<file path="src/rtl/font_rom_arbiter.sv">
// Round-robin arbiter sharing one synchronous font ROM between the banner
// renderer (client 0) and the guess/score renderer (client 1).
module font_rom_arbiter #(
    parameter int ADDR_W    = 11,
    parameter int DATA_W    = 8,
    parameter int MAX_BURST = 4,
    parameter int CNT_W     = 3
) (
    input  logic              clk,
    input  logic              reset,
    input  logic              req0,
    input  logic [ADDR_W-1:0] addr0,
    input  logic              req1,
    input  logic [ADDR_W-1:0] addr1,
    output logic              gnt0,
    output logic              gnt1,
    output logic [ADDR_W-1:0] rom_addr,
    input  logic [DATA_W-1:0] rom_data,
    output logic              rvalid0,
    output logic              rvalid1,
    output logic [DATA_W-1:0] rdata
);

    typedef enum logic [1:0] {
        OWN_NONE,
        OWN_C0,
        OWN_C1
    } owner_t;

    localparam logic [CNT_W-1:0] BURST_LIM = CNT_W'(MAX_BURST);

    owner_t           owner, owner_nxt;
    logic [CNT_W-1:0] cnt, cnt_nxt;
    logic             last_gnt, last_gnt_nxt;  // 0: client 0 last, 1: client 1 last
    logic             burst_open;

    assign burst_open = (cnt < BURST_LIM);

    always_ff @(posedge clk) begin
        if (reset) begin
            owner    <= OWN_NONE;
            cnt      <= '0;
            last_gnt <= 1'b1;
            rvalid0  <= 1'b0;
            rvalid1  <= 1'b0;
        end else begin
            owner    <= owner_nxt;
            cnt      <= cnt_nxt;
            last_gnt <= last_gnt_nxt;
            rvalid0  <= gnt0;
            rvalid1  <= gnt1;
        end
    end

    always_comb begin
        gnt0 = 1'b0;
        gnt1 = 1'b0;
        if (reset) begin
            gnt0 = 1'b0;
            gnt1 = 1'b0;
        end else if (owner == OWN_C0 && req0 && (burst_open || !req1)) begin
            gnt0 = 1'b1;
        end else if (owner == OWN_C1 && req1 && (burst_open || !req0)) begin
            gnt1 = 1'b1;
        end else if (req0 && req1) begin
            // Tie goes to whichever client was not granted most recently.
            gnt0 = last_gnt;
            gnt1 = !last_gnt;
        end else if (req0) begin
            gnt0 = 1'b1;
        end else if (req1) begin
            gnt1 = 1'b1;
        end
    end

    always_comb begin
        owner_nxt    = OWN_NONE;
        cnt_nxt      = '0;
        last_gnt_nxt = last_gnt;
        if (gnt0) begin
            last_gnt_nxt = 1'b0;
            owner_nxt    = OWN_C0;
            if (owner == OWN_C0) begin
                cnt_nxt = burst_open ? cnt + 1'b1 : cnt;
            end else begin
                cnt_nxt = CNT_W'(1);
            end
        end else if (gnt1) begin
            last_gnt_nxt = 1'b1;
            owner_nxt    = OWN_C1;
            if (owner == OWN_C1) begin
                cnt_nxt = burst_open ? cnt + 1'b1 : cnt;
            end else begin
                cnt_nxt = CNT_W'(1);
            end
        end
    end

    always_comb begin
        rom_addr = '0;
        if (gnt0) begin
            rom_addr = addr0;
        end else if (gnt1) begin
            rom_addr = addr1;
        end
    end

    assign rdata = rom_data;

endmodule

</file>
<file path="config.mk">
export PLATFORM = sky130hd
export DESIGN_NAME = font_rom_arbiter
export DESIGN_NICKNAME = d
export VERILOG_FILES = /design/src/rtl/font_rom_arbiter.sv
export SDC_FILE = /design/constraint.sdc
export NUM_CORES = 1
export LEC_CHECK = 0
export CAP_MARGIN = 20
export CORE_ASPECT_RATIO = 1.25
export CORE_MARGIN = 2
export CORE_UTILIZATION = 30
export DETAILED_ROUTE_END_ITERATION = 10
export PLACE_DENSITY = 0.78
export SYNTH_ARGS = -nofsm -noshare
export SYNTH_HDL_FRONTEND = slang
export SYNTH_SLANG_ARGS = --single-unit
</file>
<file path="constraint.sdc">
create_clock -name clk -period 1.7 [get_ports clk]
set_input_delay 0.255 -clock clk [delete_from_list [all_inputs] [get_ports clk]]
set_output_delay 0.255 -clock clk [all_outputs]
set_load 0.02 [all_outputs]
</file>
==> results of run 1 <==
## per-layer routing
layer	vias up	track usage (%)	part of all wire, %
met4	0	2.521	0
met5	-	0	0
li1	387	-	-
met3	0	4.545	7.4
met2	37	29.38	53
met1	365	19.45	40
## cell usage in the layout (no fill, tap or decap), types with 2 or more instances in the layout
| cell | synthesis | routed |
|---|---|---|
| dfxtp_2 | 0 | 2 |
| nand2_1 | 4 | 2 |
| dlygate4sd2_1 | 0 | 2 |
| nand3b_1 | 2 | 2 |
| nor2_1 | 20 | 10 |
| a32oi_2 | 0 | 10 |
| nor2b_1 | 3 | 3 |
| nor2_2 | 0 | 10 |
| buf_4 | 9 | 15 |
| nand2_2 | 0 | 2 |
| inv_1 | 2 | 2 |
| buf_2 | 2 | 7 |
| clkbuf_4 | 0 | 3 |
| buf_6 | 2 | 7 |
| o221a_4 | 1 | 2 |
| clkdlybuf4s50_1 | 0 | 25 |
| dfxtp_1 | 7 | 5 |
| xnor2_1 | 2 | 2 |
## worst max-delay path: stages, from the launching register on
cell and delay [ns]:
dfxtp_2 0.32, o21ba_4 0.22, buf_6 0.11, o221a_4 0.30, a32oi_1 0.18, nor2_1 0.07
buf_4 0.15
## state kept, by name (all words and copies together) (netlist names)
signal / cells
owner: 1
last_gnt: 1
cnt: 3
rvalid0: 1
rvalid1: 1
## final cells by class
| cell class | instances | area [sq um] |
|---|---|---|
| repair buffers | 57 | 514.2 |
| well taps | 20 | 25.02 |
| inverters | 2 | 7.507 |
| multi-input cells | 58 | 511.7 |
| fillers | 183 | 777.0 |
| flip-flops and latches | 7 | 142.6 |
| clock buffers | 4 | 26.28 |
## power by group through the flow
stage / Sequential [mW] / Clock (mW) / Combinational, mW
after floorplan: 0.186 / 0 / 0.157
after global placement: 0.181 / 0 / 0.277
after detailed placement: 0.181 / 0 / 0.284
after CTS: 0.178 / 0.156 / 0.307
after global routing: 0.180 / 0.165 / 0.330
final: 0.178 / 0.148 / 0.311
## through the flow
step                area (sq um)  hold WS [ns]  setup TNS [ns]
floorplan                  668.1        0.4676               0
global placement            1119        0.4840          -6.223
detailed placement          1119        0.5102          -6.578
CTS                         1211        0.5102          -1.690
global route                1227        0.5100          -2.313
finish                      1227        0.5100          -1.513
## cell families after synthesis
| kind of cell | after synthesis | synth area share (%) |
|---|---|---|
| flops | 7 | 21.79 |
| mux | 1 | 1.556 |
| xor+xnor | 2 | 2.724 |
| buf+inv | 19 | 19.07 |
| compound gates | 20 | 29.18 |
| fa+ha+maj | 1 | 1.945 |
| simple gates | 33 | 23.73 |
## worst max-delay path by stage
stage / startpoint / endpoint / slack [ns] / depth (start not counted)
6_report: owner[1] / rom_addr[9] / -0.16 / 6
5_1_grt: owner[1] / rom_addr[9] / -0.21 / 6
4_1_cts: owner[1] / rom_addr[8] / -0.17 / 6
3_5_place_dp: req0 / rom_addr[6] / -0.55 / 6
3_3_place_gp: req0 / rom_addr[2] / -0.50 / 6
2_1_floorplan: rvalid0 / rom_addr[0] / 0.003 / 6
## repair_timing
action                     CTS  global route
pin swaps                    6             8
resized for setup           80             4
cloned                       1             0
setup endpoints to repair   13            13
==> impl_metrics.yaml, run 1 <==
run_status:
  status: "complete, but fails checks"
  violations: "setup timing"
detailed_routing:
  drc_errors: 0
  via_count: 789
  drt_wl_total_um: 2045
  drt_first_pass_iters: 4
  ant_nets: 0
  avgRoutedWirePerCell_um: 13.82
  drtIter0Drc: 11
  via_per_inst: 5.331
timing:
  relSlewSlack_pct: 74.54
  setup_viol: 13
  finalClockSkew_ns: 0.001398
  rsz0062_at_grt: "yes"
  fin_crit_sh_pct: 109.3
  fmax_ghz: 0.5383
  drv_slew: 0
  setup_ws_ns: -0.1578
  worst_pin_slew_ns: 0.3722
  hold_violations: 0
  period_needed_ns: 1.858
cells_and_area:
  area_growth_pct: 90.86
  final_util_pct: 61.24
  diodes: 0
  fin_cells: 148
  drive_above_1_share_pct: 49.22
  nets: 164
floorplanning:
  initial_core_util_pct: 32.08
  io_pins: 57
  fp.dieW_um: 45.41
  core_sq_um: 2004
  die_area_sq_um: 2532
  dieHeight_um: 55.77
  num_rows: 18
yosys:
  yosysUniqueCellTypes: 28
  seq_area_frac_synth_pct: 21.79
  yosys_warnings: 0
  ys.flop_type: "dfxtp_1"
  yosysTopAreaCellShare_pct: 21.79
  synth_area_sq_um: 643.1
  yosys-top-cells-count: "nor2_1, a32oi_1, buf_4, dfxtp_1, nand2_1"
  synthCells: 83
  synth_nets: 118
  synthArstFlopShare_pct: 0
  synth-edff-count: 0
  yosys.area.top_type: "dfxtp_1"
  synth_most_common_cell: "nor2_1"
  yosys-top-cells-area: "dfxtp_1, a32oi_1, nor2_1"
  synth.avg_cell_area_sq_um: 7.748
  synth-seq-cells: 7
setup_path:
  crit_arrival_ns: 1.60
  start_kind: "flip-flop"
  r2r_cells: 5
  rr_endpoint: "last_gnt"
  timing.rr.start: "owner[1]"
  critPathKind: "reg2out"
  critPathRequiredTime_ns: 1.44
  critPathMaxFanout: 7
  ff2ff_setup_slack_ns: 0.34
  end_kind: "output port"
pwr:
  intPower_mw: 0.4306
  swShare_pct: 32.39
  total_power_mw: 0.6368
  switching_power_mw: 0.2063
  comb_power_share_pct: 48.8
  p_clk_share_pct: 23.2
  ir_worst_vdd_v: 0.0004917
  p_leak_nw: 0.4816
  powerDensity_nw_per_um2: 518.8
  seqPwrFrac_pct: 28.0
clock_tree:
  tritoncts: "built"
  cts_setup_buffers: 0
  cts_max_path_buffers: 2
  numClockSinks: 7
  path_clk_slew_ns: 0.05
  numCtsBuffers: 3
  cts-root-buf: "clkbuf_4"
  insertion_delay_ns: 0.25
  ctsHoldBuffers: 0
  htree_levels: 1
min_path:
  hold_class: "in2out"
  min_from: "rom_data[0]"
  min_to: "rdata[0]"
  min_delay_path_depth: 0
grt:
  grt_overflow: 0
  first_global_vias: 775
  track_usage_pct: 16.65
  antenna_found_initial: 0
  grt_pass1_wl_um: 3284
  grt_max_degree: 20
placement:
  dp.cells: 143
  place_ws_ns: -0.5507
  gp_congestion: 0.8314
  portBuffers: 40
  dp_hpwl_um: 1551
job:
  cap_violations: 0
No activity file was read; power rests on OpenSTA's default activity.
==> run 2, diff against run 1 <==
--- a/config.mk
+++ b/config.mk
@@ -7,7 +7,7 @@
 export LEC_CHECK = 0
 export CAP_MARGIN = 20
 export CORE_ASPECT_RATIO = 1.25
-export CORE_MARGIN = 2
+export CORE_MARGIN = 5
 export CORE_UTILIZATION = 30
 export DETAILED_ROUTE_END_ITERATION = 10
 export PLACE_DENSITY = 0.78
==> run 2 against run 1 <==
  * Critical path depth is the same
  * Largest power group unchanged
  * Sequential share of layout area shrank 0.47 points
  * Via count is 2.2% higher
  * Wire length is 18% higher
  * Die area increased by 25%
  * Core utilization rose by 2.6 points
  * The run still ends with setup timing left
  * Global-route usage fell by 1.1 points
  * Flip-flop and latch count is the same
  * Cell area up 4.2%
  * Clock power is 5% higher
==> impl_metrics.yaml, run 2 (same netlist as run 1, synthesis figures left out) <==
cells_and_area:
  area_growth_pct: 98.83
  drive_above_1_share_pct: 48.06
  largest_register_ffs: 3
  layout_common_cells: "clkdlybuf4s50_1, buf_4, nor2_2, nor2_1, a32oi_2"
  nets: 165
  final_util_pct: 63.80
  diodes: 0
  fin_cells: 149
  final_common_cell: "clkdlybuf4s50_1"
  top_register: "cnt"
  fillers: 175
detailed_routing:
  drc_errors: 0
  ant_nets: 0
  drt_wl_total_um: 2407
  avgRoutedWirePerCell_um: 16.15
  via_count: 806
  via_per_inst: 5.409
  drt_first_pass_iters: 4
  drtIter0Drc: 8
timing:
  relSlewSlack_pct: 73.39
  period_needed_ns: 1.902
  fin_crit_sh_pct: 111.9
  rsz0062_at_grt: "yes"
  drv_slew: 0
  worst_pin_slew_ns: 0.3892
  finalClockSkew_ns: 0.002774
  setup_ws_ns: -0.2022
  fmax_ghz: 0.5257
  setup_viol: 13
  hold_violations: 0
pwr:
  p_leak_nw: 0.4998
  switching_power_mw: 0.2205
  powerDensity_nw_per_um2: 520.5
  comb_power_share_pct: 49.6
  ir_worst_vdd_v: 0.0003030
  seqPwrFrac_pct: 26.9
  p_clk_share_pct: 23.5
  swShare_pct: 33.13
  total_power_mw: 0.6655
  intPower_mw: 0.4450
floorplanning:
  num_rows: 18
  initial_core_util_pct: 32.08
  fp.dieW_um: 51.41
  io_pins: 57
  dieHeight_um: 61.77
  die_area_sq_um: 3175
  core_sq_um: 2004
clock_tree:
  numCtsBuffers: 3
  cts-root-buf: "clkbuf_4"
  cts_max_path_buffers: 2
  htree_levels: 1
  insertion_delay_ns: 0.26
  path_clk_slew_ns: 0.05
  tritoncts: "built"
  numClockSinks: 7
setup_path:
  rr_endpoint: "last_gnt"
  start_kind: "flip-flop"
  ff2ff_setup_slack_ns: 0.22
  critPathRequiredTime_ns: 1.44
  critPathMaxFanout: 7
  crit_arrival_ns: 1.65
  critPathKind: "reg2out"
  timing.rr.start: "cnt[2]"
  r2r_cells: 5
  end_kind: "output port"
placement:
  gp_congestion: 0.8689
  portBuffers: 40
  dp.cells: 140
  dp_hpwl_um: 1660
min_path:
  min_delay_path_depth: 0
  min_from: "rom_data[5]"
  hold_class: "in2out"
  min_to: "rdata[5]"
grt:
  track_usage_pct: 15.51
  grt_overflow: 0
  grt_max_degree: 18
  grt_pass1_wl_um: 3608
  first_global_vias: 856
  antenna_found_initial: 0
run_status:
  violations: "setup timing"
  status: "complete, but fails checks"
job:
  cap_violations: 0
## run 2: metrics by stage
step                      instance area [sq um]  setup TNS, ns  worst slack, ns  hold slack (ns)
after floorplan                           668.1              0         0.003014           0.4676
after global placement                     1096         -6.363          -0.5101           0.4911
after detailed placement                   1096         -6.610          -0.5405           0.5082
after CTS                                  1239         -1.976          -0.1835           0.5101
after global routing                       1279         -3.115          -0.2737           0.5100
final                                      1279         -2.207          -0.2022           0.5100
## run 2: cell type report
type	instances	area, sq um	share of cell area (%)
timing repair buffer	58	559.3	43.74
multi-input combinational	58	518.0	40.51
sequential	7	142.6	11.15
clock buffer	4	26.28	2.055
tap	20	25.02	1.957
inverter	2	7.507	0.5871
## run 2: metal layers
layer / vias to the layer above / track usage, % / wire [um] / part of all wire (%)
met5: - / 0 / 0 / 0
met4: 0 / 8.240 / 45 / 1.9
met3: 6 / 5.489 / 205 / 8.5
met2: 37 / 29.82 / 1307 / 54
met1: 377 / 14.35 / 848 / 35
li1: 386 / - / - / -
## run 2: timing repair
item | CTS | global route
setup buffers | 2 | 1
gates resized for setup | 84 | 5
hold buffers | 0 | 0
setup endpoints to repair | 13 | 13
pin swaps | 8 | 5
cloned | 1 | 1
## run 2: power groups by stage
| stage | logic [mW] | clock network (mW) | registers [mW] |
|---|---|---|---|
| floorplan | 0.157 | 0 | 0.186 |
| global placement | 0.270 | 0 | 0.181 |
| detailed placement | 0.277 | 0 | 0.181 |
| CTS | 0.315 | 0.160 | 0.178 |
| global route | 0.350 | 0.173 | 0.180 |
| finish | 0.330 | 0.156 | 0.179 |
## run 2: how the worst max path moves through the flow
| stage | cells after the start | start | end |
|---|---|---|---|
| after detailed placement | 6 | req0 | rom_addr[4] |
| after floorplan | 6 | rvalid0 | rom_addr[0] |
| after global routing | 6 | owner[1] | rom_addr[6] |
| after global placement | 6 | req0 | rom_addr[0] |
| final | 6 | cnt[2] | rom_addr[0] |
| after CTS | 6 | cnt[2] | rom_addr[0] |
## run 2: critical path, stage by stage, from the launching register on
cell and delay (ns):
dfxtp_2 0.35, o21ba_4 0.22, buf_6 0.12, o221a_4 0.30, a32oi_2 0.20, nor2_2 0.07
buf_6 0.13
==> run 3, diff against run 2 <==
--- a/config.mk
+++ b/config.mk
@@ -5,12 +5,13 @@
 export SDC_FILE = /design/constraint.sdc
 export NUM_CORES = 1
 export LEC_CHECK = 0
+export ABC_AREA = 1
 export CAP_MARGIN = 20
 export CORE_ASPECT_RATIO = 1.25
 export CORE_MARGIN = 5
 export CORE_UTILIZATION = 30
 export DETAILED_ROUTE_END_ITERATION = 10
-export PLACE_DENSITY = 0.78
+export PLACE_DENSITY = 0.71
 export SYNTH_ARGS = -nofsm -noshare
 export SYNTH_HDL_FRONTEND = slang
 export SYNTH_SLANG_ARGS = --single-unit
==> run 3 against run 2 <==
  * Worst setup slack better by 0.29 ns
  * Synthesized cell count increased by 31%
  * The run now ends clean
  * Clock-buffer cell count is 1 lower
  * Core utilization decreased by 14 points
==> impl_metrics.yaml, run 3 <==
run_status:
  status: "finished, final reports clean"
timing:
  period_needed_ns: 1.608
  fmax_ghz: 0.6219
  worst_pin_slew_ns: 0.2132
  relSlewSlack_pct: 85.75
  drv_slew: 0
  fin_crit_sh_pct: 94.59
  rsz0062_at_grt: "yes"
  finalSetupTns_ns: 0
  setup_ws_ns: 0.09205
  setup_viol: 0
  fin_worst_hold_slack_ns: 0.5100
  finalClockSkew_ns: 0.006777
  hold_violations: 0
floorplanning:
  num_rows: 20
  initial_core_util_pct: 31.13
  dieHeight_um: 66.12
  die_area_sq_um: 3629
  io_pins: 57
  fp.dieW_um: 54.89
  core_sq_um: 2427
placement:
  place_ws_ns: -0.5765
  portBuffers: 40
  gp_congestion: 0.7167
  dp_hpwl_um: 1822
setup_path:
  critPathMaxFanout: 7
  r2r_cells: 8
  crit_arrival_ns: 1.35
  end_kind: "output port"
  critPathRequiredTime_ns: 1.44
  start_kind: "flip-flop"
  critPathKind: "reg2out"
clock_tree:
  numClockSinks: 7
  numCtsBuffers: 3
  cts_max_path_buffers: 2
  htree_levels: 1
  cts-root-buf: "clkbuf_4"
  path_clk_slew_ns: 0.06
  insertion_delay_ns: 0.25
  tritoncts: "built"
yosys:
  synth.avg_cell_area_sq_um: 6.933
  yosys.area.top_type: "dfxtp_1"
  seq_area_frac_synth_pct: 18.54
  synth_most_common_cell: "nand2_1"
  synth_area_sq_um: 755.7
  synth_nets: 144
  synthCells: 109
  yosysUniqueCellTypes: 21
  synthArstFlopShare_pct: 0
  yosys_warnings: 0
  synth-edff-count: 0
  synth-seq-cells: 7
  yosysTopAreaCellShare_pct: 18.54
  yosys-top-cells-area: "dfxtp_1, nand3_2, nand2_1"
  ys.flop_type: "dfxtp_1"
  yosys-top-cells-count: "nand2_1, nand4_1, inv_1, nand3_2, nor2_1"
cells_and_area:
  largest_register_ffs: 3
  layout_common_cells: "clkdlybuf4s50_1, nand2_1, buf_4, nand4_1, inv_1"
  multi_input_area_sq_um: 465.4
  nets: 190
  fillers: 254
  ff_latch_area_sq_um: 145.1
  drive_above_1_share_pct: 37.01
  final_util_pct: 50.26
  diodes: 0
  area_growth_pct: 61.42
  final_common_cell: "clkdlybuf4s50_1"
  top_register: "cnt"
pwr:
  powerDensity_nw_per_um2: 553.6
  ir_worst_vdd_v: 0.0003328
  total_power_mw: 0.6753
  p_leak_nw: 0.6029
detailed_routing:
  drc_errors: 0
  drt_first_pass_iters: 4
  drtIter0Drc: 9
  avgRoutedWirePerCell_um: 12.52
  ant_nets: 0
  via_per_inst: 4.727
  drt_wl_total_um: 2342
  via_count: 884
grt:
  first_global_vias: 898
  grt_use_met1_pct: 14.65
  grt_pass1_wl_um: 3808
  top_usage_layer: "met2"
  track_usage_pct: 13.98
  grt_overflow: 0
  grt_max_degree: 27
  use_met3_pct: 4.740
  antenna_found_initial: 0
  met2_usage_pct: 23.96
min_path:
  hold_class: "in2out"
  min_delay_path_depth: 0
job:
  cap_violations: 0
-- run 3: what timing repair did --
item | CTS | global route
resized for setup | 69 | 3
setup endpoints to repair | 13 | 13
gates cloned | 1 | 0
setup buffers | 1 | 0
pin swaps | 3 | 4
hold buffers | 0 | 0
-- run 3: report_power, final --
| part | internal (mW) | switching, mW | total [mW] |
|---|---|---|---|
| clock | 0.0860 | 0.0640 | 0.150 |
| sequential | 0.179 | 0.00918 | 0.188 |
| combinational | 0.162 | 0.175 | 0.337 |
-- run 3: cells by family after synthesis --
group	share of synthesized area (%)
flops	18.54
buf+inv	23.18
fa+ha+maj	1.655
simple gates	54.80
compound gates	1.821
-- run 3: cell type report --
| type | instances | share of cell area [%] |
|---|---|---|
| well taps | 33 | 3.385 |
| clock inverters | 1 | 0.4103 |
| repair buffers | 54 | 40.00 |
| multi-input cells | 75 | 38.15 |
| inverters | 14 | 4.308 |
| flip-flops and latches | 7 | 11.90 |
| clock buffers | 3 | 1.846 |
-- run 3: metal layers --
metal  routed length, um  vias up  part of all wire, %
met5                   0        -                    0
met4                  30        0                  1.3
met3                 343        4                   15
met2                1106       43                   47
met1                 862      394                   37
li1                    -      443                    -
-- run 3: worst paths after layout --
path	slack, ns	start	to
max	0.09	last_gnt	rom_addr[10]
min	0.51	rom_data[2]	rdata[2]
max reg2reg	0.39	rvalid0	cnt[1]
min reg2reg	0.61	last_gnt	last_gnt
-- run 3: critical path: stages (launching register included) --
cell     delay (ns)
dfxtp_2        0.32
inv_1          0.06
a21oi_2        0.17
nand2_2        0.12
nand2_4        0.14
nand3_1        0.09
nand2_1        0.06
buf_4          0.13
-- run 3: through the flow --
stage                     area [sq um]  instances
after floorplan                  755.7        109
after global placement            1197        181
after detailed placement          1197        181
after CTS                         1216        187
after global routing              1220        187
final                             1220        187
